[config.mk]
export PLATFORM = sky130hd
export DESIGN_NAME = comnet_master
export DESIGN_NICKNAME = d
export VERILOG_FILES = /design/src/rtl/comnet_pkg.sv /design/src/rtl/comnet_tick.sv /design/src/rtl/comnet_master.sv
export SDC_FILE = /design/constraint.sdc
export NUM_CORES = 1
export LEC_CHECK = 0
export CORE_UTILIZATION = 45
export CTS_CLUSTER_SIZE = 12
export DETAILED_ROUTE_END_ITERATION = 7
export PLACE_DENSITY = 0.7
export SLEW_MARGIN = 20
export SYNTH_ARGS = -nofsm -noshare
export SYNTH_HDL_FRONTEND = slang
export SYNTH_SLANG_ARGS = --single-unit
[constraint.sdc]
create_clock -name clk -period 4 [get_ports clk]
set_input_delay 0.6 -clock clk [delete_from_list [all_inputs] [get_ports clk]]
set_output_delay 0.6 -clock clk [all_outputs]
set_load 0.005 [all_outputs]
[src/rtl/comnet_pkg.sv]
// comnet_pkg: definitions shared by the comnet master and slave.
//   FRAME_BITS : command frame length {0, rw, addr[7:0], wdata[31:0]}
//   RD_BITS    : read-return length
//   state_t    : transaction state encoding
//   pack_frame : builds the command frame; write data is zeroed for reads
package comnet_pkg;

    localparam int unsigned FRAME_BITS = 42;
    localparam int unsigned RD_BITS    = 32;

    typedef enum logic [2:0] {
        ST_IDLE,
        ST_START,
        ST_SHIFT,
        ST_TURN,
        ST_LOAD,
        ST_READ,
        ST_STOP,
        ST_DONE
    } state_t;

    function automatic logic [FRAME_BITS-1:0] pack_frame(
        input logic        rw,
        input logic [7:0]  addr,
        input logic [31:0] wdata
    );
        return {1'b0, rw, addr, (rw ? 32'h0 : wdata)};
    endfunction

endpackage

[src/rtl/comnet_tick.sv]
// comnet_tick: SCl half-period timer.
//   clk_i  : system clock
//   rst_i  : asynchronous active-high reset
//   en_i   : count while high; counter is held at 0 while low
//   tick_o : high on the last clk of each HALF-cycle half-period
module comnet_tick #(
    parameter int unsigned HALF = 4
) (
    input  logic clk_i,
    input  logic rst_i,
    input  logic en_i,
    output logic tick_o
);

    localparam int unsigned CW = (HALF > 1) ? $clog2(HALF) : 1;

    logic [CW-1:0] cnt_q;

    assign tick_o = en_i && (cnt_q == CW'(HALF - 1));

    always_ff @(posedge clk_i or posedge rst_i) begin
        if (rst_i) begin
            cnt_q <= '0;
        end else if (!en_i || tick_o) begin
            cnt_q <= '0;
        end else begin
            cnt_q <= cnt_q + 1'b1;
        end
    end

endmodule

[src/rtl/comnet_master.sv]
// comnet_master: initiator end of the comnet serial register link.
//   clk, rst          : system clock, asynchronous active-high reset
//   go, rw, addr,
//   wdata             : transaction request, latched when go is accepted in IDLE
//   busy, done        : busy from the cycle after accept; done pulses for one cycle
//   rdata             : read result, updated only at done of a read
//   SDa, SCl          : serial data / clock to the slave (idle high)
//   RDa               : serial return data from the slave
module comnet_master
    import comnet_pkg::*;
#(
    parameter int unsigned HALF = 4,
    parameter int unsigned TURN = 16
) (
    input  logic        clk,
    input  logic        rst,
    input  logic        go,
    input  logic        rw,
    input  logic [7:0]  addr,
    input  logic [31:0] wdata,
    output logic        busy,
    output logic        done,
    output logic [31:0] rdata,
    output logic        SDa,
    output logic        SCl,
    input  logic        RDa
);

    localparam int unsigned TW = $clog2(TURN + 1);

    state_t                  state_q;
    logic [FRAME_BITS-1:0]   frame_q;
    logic [RD_BITS-1:0]      cap_q;
    logic [5:0]              bit_q;
    logic [TW-1:0]           turn_q;
    logic                    sub_q;
    logic                    rw_q;
    logic                    tick;
    logic                    tick_en;

    // The timer is held off in TURN so LOAD starts on a full half-period.
    assign tick_en = (state_q == ST_START) || (state_q == ST_SHIFT) ||
                     (state_q == ST_LOAD)  || (state_q == ST_READ)  ||
                     (state_q == ST_STOP);

    comnet_tick #(.HALF(HALF)) u_tick (
        .clk_i  (clk),
        .rst_i  (rst),
        .en_i   (tick_en),
        .tick_o (tick)
    );

    always_ff @(posedge clk or posedge rst) begin
        if (rst) begin
            state_q <= ST_IDLE;
            frame_q <= '0;
            cap_q   <= '0;
            bit_q   <= '0;
            turn_q  <= '0;
            sub_q   <= 1'b0;
            rw_q    <= 1'b0;
            SDa     <= 1'b1;
            SCl     <= 1'b1;
            busy    <= 1'b0;
            done    <= 1'b0;
            rdata   <= '0;
        end else begin
            done <= 1'b0;
            case (state_q)
                ST_IDLE: begin
                    SDa <= 1'b1;
                    SCl <= 1'b1;
                    if (go) begin
                        frame_q <= pack_frame(rw, addr, wdata);
                        rw_q    <= rw;
                        sub_q   <= 1'b0;
                        busy    <= 1'b1;
                        state_q <= ST_START;
                    end
                end
                ST_START: if (tick) begin
                    if (!sub_q) begin
                        SDa   <= 1'b0;
                        sub_q <= 1'b1;
                    end else begin
                        SCl     <= 1'b0;
                        SDa     <= frame_q[FRAME_BITS-1];
                        frame_q <= {frame_q[FRAME_BITS-2:0], 1'b0};
                        bit_q   <= '0;
                        state_q <= ST_SHIFT;
                    end
                end
                // bit_q counts rising edges; the frame ends on the falling tick after the 42nd.
                ST_SHIFT: if (tick) begin
                    if (!SCl) begin
                        SCl   <= 1'b1;
                        bit_q <= bit_q + 1'b1;
                    end else begin
                        SCl <= 1'b0;
                        if (bit_q == 6'(FRAME_BITS)) begin
                            SDa     <= 1'b0;
                            turn_q  <= '0;
                            state_q <= ST_TURN;
                        end else begin
                            SDa     <= frame_q[FRAME_BITS-1];
                            frame_q <= {frame_q[FRAME_BITS-2:0], 1'b0};
                        end
                    end
                end
                ST_TURN: begin
                    if (turn_q == TW'(TURN - 1)) begin
                        state_q <= ST_LOAD;
                    end else begin
                        turn_q <= turn_q + 1'b1;
                    end
                end
                // Leaving on the falling tick: the low half-period is spent in the next state.
                ST_LOAD: if (tick) begin
                    if (!SCl) begin
                        SCl <= 1'b1;
                    end else begin
                        SCl     <= 1'b0;
                        bit_q   <= '0;
                        sub_q   <= 1'b0;
                        state_q <= rw_q ? ST_READ : ST_STOP;
                    end
                end
                // RDa is captured on the tick that ends the high phase.
                ST_READ: if (tick) begin
                    if (!SCl) begin
                        SCl   <= 1'b1;
                        bit_q <= bit_q + 1'b1;
                    end else begin
                        SCl   <= 1'b0;
                        cap_q <= {cap_q[RD_BITS-2:0], RDa};
                        if (bit_q == 6'(RD_BITS)) begin
                            sub_q   <= 1'b0;
                            state_q <= ST_STOP;
                        end
                    end
                end
                ST_STOP: if (tick) begin
                    if (!sub_q) begin
                        SCl   <= 1'b1;
                        sub_q <= 1'b1;
                    end else begin
                        SDa     <= 1'b1;
                        busy    <= 1'b0;
                        done    <= 1'b1;
                        if (rw_q) begin
                            rdata <= cap_q;
                        end
                        state_q <= ST_DONE;
                    end
                end
                ST_DONE: state_q <= ST_IDLE;
                default: state_q <= ST_IDLE;
            endcase
        end
    end

endmodule

==> key figures <==
CTS
  • Worst-skew pair later-pin latency: 0.41 ns
  • Clock Sinks: 128
  • Clock buffer depth: 2
  • Hold_buf cts: 0
  • TritonCTS Buffers: 17
  • H-Tree Level Count: 4
  • Clock transition at the registers of the reported paths: 0.06 ns
  • Post-CTS resize count: 0
  • CTS tree: yes
  • Post-CTS Setup Inserts: 0
  • Clock root cell: clkbuf_16

Logic synthesis
  • Synth Instances: 523
  • Warnings from Yosys: 0
  • Synthesized cell area: 5840 µm²
  • Synth async-reset ratio: 100%
  • Synth area leader: dfrtp_1
  • Number of flops mapped to enable cells by yosys: 0
  • Top post-synthesis cells by count: 126 x dfrtp_1, 63 x nand2_1, 57 x mux2_2
  • Syn Area/Cell: approximately 11 µm²
  • Seq/Total Area, Yosys: 54.9%
  • Area contributors post-synth: dfrtp_1 54%, mux2_2 11%, nand2_1 4.0%, nor3b_1 4.0%, a21oi_1 3.8%
  • Synth cell types: 52
  • Count leader, synth: dfrtp_1
  • Mapped Nets: 574
  • Register bit total from synthesis: 128
  • Primary FF master, synth: dfrtp_1
  • Post-synth top area share: 54.0%

Route
  • Wire length per cell: 14.7 µm
  • Post-route DRC: 0
  • Iter 0 DRT Violations: 310
  • Post-Route WL: between 10000 and 15000 µm
  • Initial DRT Pass Iterations: 5
  • ANT nets after route: 0
  • Vias per cell: 5.25
  • Total number of vias: 4088

Global routing
  • Met2 usage: 29.5%
  • First-pass GRT wire length: 19000 µm
  • Antenna violations before repair: 0
  • Met1 Resource Use GR: roughly 22%
  • Top Usage Layer GRT: met2
  • Largest net degree at the start of global routing: 74
  • GRT overflow: 0
  • Routing usage on met3: 7.37%
  • GRT Total Usage: 18.3%
  • Vias in the first global route: 4078

Place
  • Placed inst area: 6740 µm²
  • IO buf count: 80
  • Global placer's final weighted congestion: approximately 0.85
  • Post-DP HPWL: 7580 µm

Final layout
  • Register area: 3210 µm²
  • Final Util: 58.0%
  • Area growth syn-to-layout: 25.2%
  • N_diodes: 0
  • Finished Cell Area: 7320 µm²
  • NumNets Final: 646
  • Share of layout cells above drive strength 1: 17.8%
  • Filler cells: 1107
  • Multi-input logic area: 2420 µm²

Power and ir drop
  • Pleak: 3.25 nW
  • Peak VDD IR: 0.379 mV
  • Power Density: 591 nW/µm²

Worst hold path
  • Hold Path Class: flop to flop

Timing
  • Final Cycle Share: between 60 and 70%
  • Setup TNS: 0 ns
  • Clock Skew: 0.00753 ns
  • FMAX: ~0.36 GHz
  • Least-Margin Pin Slew: approximately 0.84 ns
  • Fin crit period: 2.77 ns
  • Final Hold Viols: 0
  • Unrepaired setup endpoints after global routing: false
  • Final Max Slew Viols: 0
  • Final setup viols: 0
  • Rel. slew slack: 43.9%

Flow run
  • Max-Cap Viols: 0

Die
  • Die Area: 13400 µm²
  • Die height: 116 µm
  • DIE WIDTH: 116 µm
  • Initial core utilization: 46.3%
  • CORE AREA: ~13000 µm²
  • Boundary Pins: 81
  • Std-Cell Rows: between 40 and 50

Critical path
  • Critical Path RT: 4.30 ns
  • CP Capture Type: flop
  • WP data arrival: 3.07 ns
  • CP Launch Type: flop
  • Max Fanout on Critical Path: 37
  • CP Class: flop to flop

Status
  • Status: completed
==> cell families after synthesis <==
group                      after synthesis  share of synthesized area [%]
muxes                                   78                           14.8
buffers and inverters                   45                           4.11
adders and majority gates                6                           1.28
and+or+nand+nor                        143                           13.0
AOI/OAI and AO/OA                      121                           11.6
xor gates and xnor gates                 2                          0.300
DFF                                    128                           54.9
==> routing by layer <==
layer	part of all wire [%]	vias to the layer above
met5	0	-
met4	1.2	0
met3	5.6	16
met2	48	78
met1	45	2009
li1	-	1985
==> registers in the layout, summed over array words and instances (netlist names) <==
name,flops
frame_q,42
cap_q,32
rdata,32
bit_q,6
turn_q,5
state_q,3
u_tick.cnt_q,2
SCl,1
SDa,1
busy,1
done,1
rw_q,1
sub_q,1
==> critical path: stages (launching register included) <==
cell,delay (ns)
dfrtp_1,0.35
ha_1,0.56
a21boi_0,0.17
o21ai_0,0.38
o2111ai_4,0.51
buf_4,0.38
o41ai_1,0.31
==> layout by cell type (no fill, tap or decap), drive strengths merged, types with 2 or more instances in the layout <==
| cell | n |
|---|---|
| o311ai | 2 |
| nor2 | 12 |
| or2 | 2 |
| nand3 | 6 |
| nor2b | 4 |
| nand2b | 7 |
| clkdlybuf4s50 | 79 |
| inv | 9 |
| nand3b | 3 |
| o41ai | 2 |
| nor3 | 4 |
| mux2i | 10 |
| nand2 | 63 |
| dfstp | 2 |
| o31ai | 5 |
| mux2 | 68 |
| buf | 11 |
| o21ai | 54 |
| o22ai | 2 |
| dfrtp | 126 |
| a21oi | 45 |
| a21boi | 2 |
| xnor2 | 2 |
| ha | 6 |
| nor3b | 31 |
| or3 | 2 |
| clkinv | 5 |
| clkinvlp | 5 |
| clkbuf | 19 |
| nand4 | 3 |
==> metrics by stage <==
step / power [mW] / worst slack, ns / instances / hold slack, ns
5_1_grt: 4.61 / 0.914 / 779 / 0.496
4_1_cts: 4.37 / 1.23 / 778 / 0.474
2_1_floorplan: 2.72 / 1.82 / 523 / 0.425
6_report: 4.32 / 1.23 / 779 / 0.474
3_5_place_dp: 2.90 / 1.18 / 747 / 0.448
3_3_place_gp: 2.83 / 1.31 / 747 / 0.435
==> power breakdown <==
group / total (mW) / switching, mW / internal [mW]
clock network: 1.44 / 0.560 / 0.884
registers: 1.70 / 0.194 / 1.51
logic: 1.18 / 0.710 / 0.468
total: 4.32 / 1.46 / 2.86
==> final timing paths <==
path / startpoint / to / slack, ns / cells after the start
worst min register to register: turn_q[4] / turn_q[4] / 0.47 / 2
min in group asynchronous: rst / rdata[25] / 0.53 / 2
max in group asynchronous: rst / SCl / 2.59 / 4
worst min-delay path: turn_q[4] / turn_q[4] / 0.47 / 2
worst max-delay path: u_tick.cnt_q[0] / frame_q[0] / 1.23 / 6
worst max register to register: u_tick.cnt_q[0] / frame_q[0] / 1.23 / 6
==> final cells by class <==
cell class	instances	area share [%]
flip-flops and latches	128	43.8
repair buffers	90	12.1
clock inverters	12	1.50
inverters	8	0.462
well taps	172	2.94
multi-input cells	350	33.0
clock buffers	19	6.19
(Power assumes the default switching activity.)
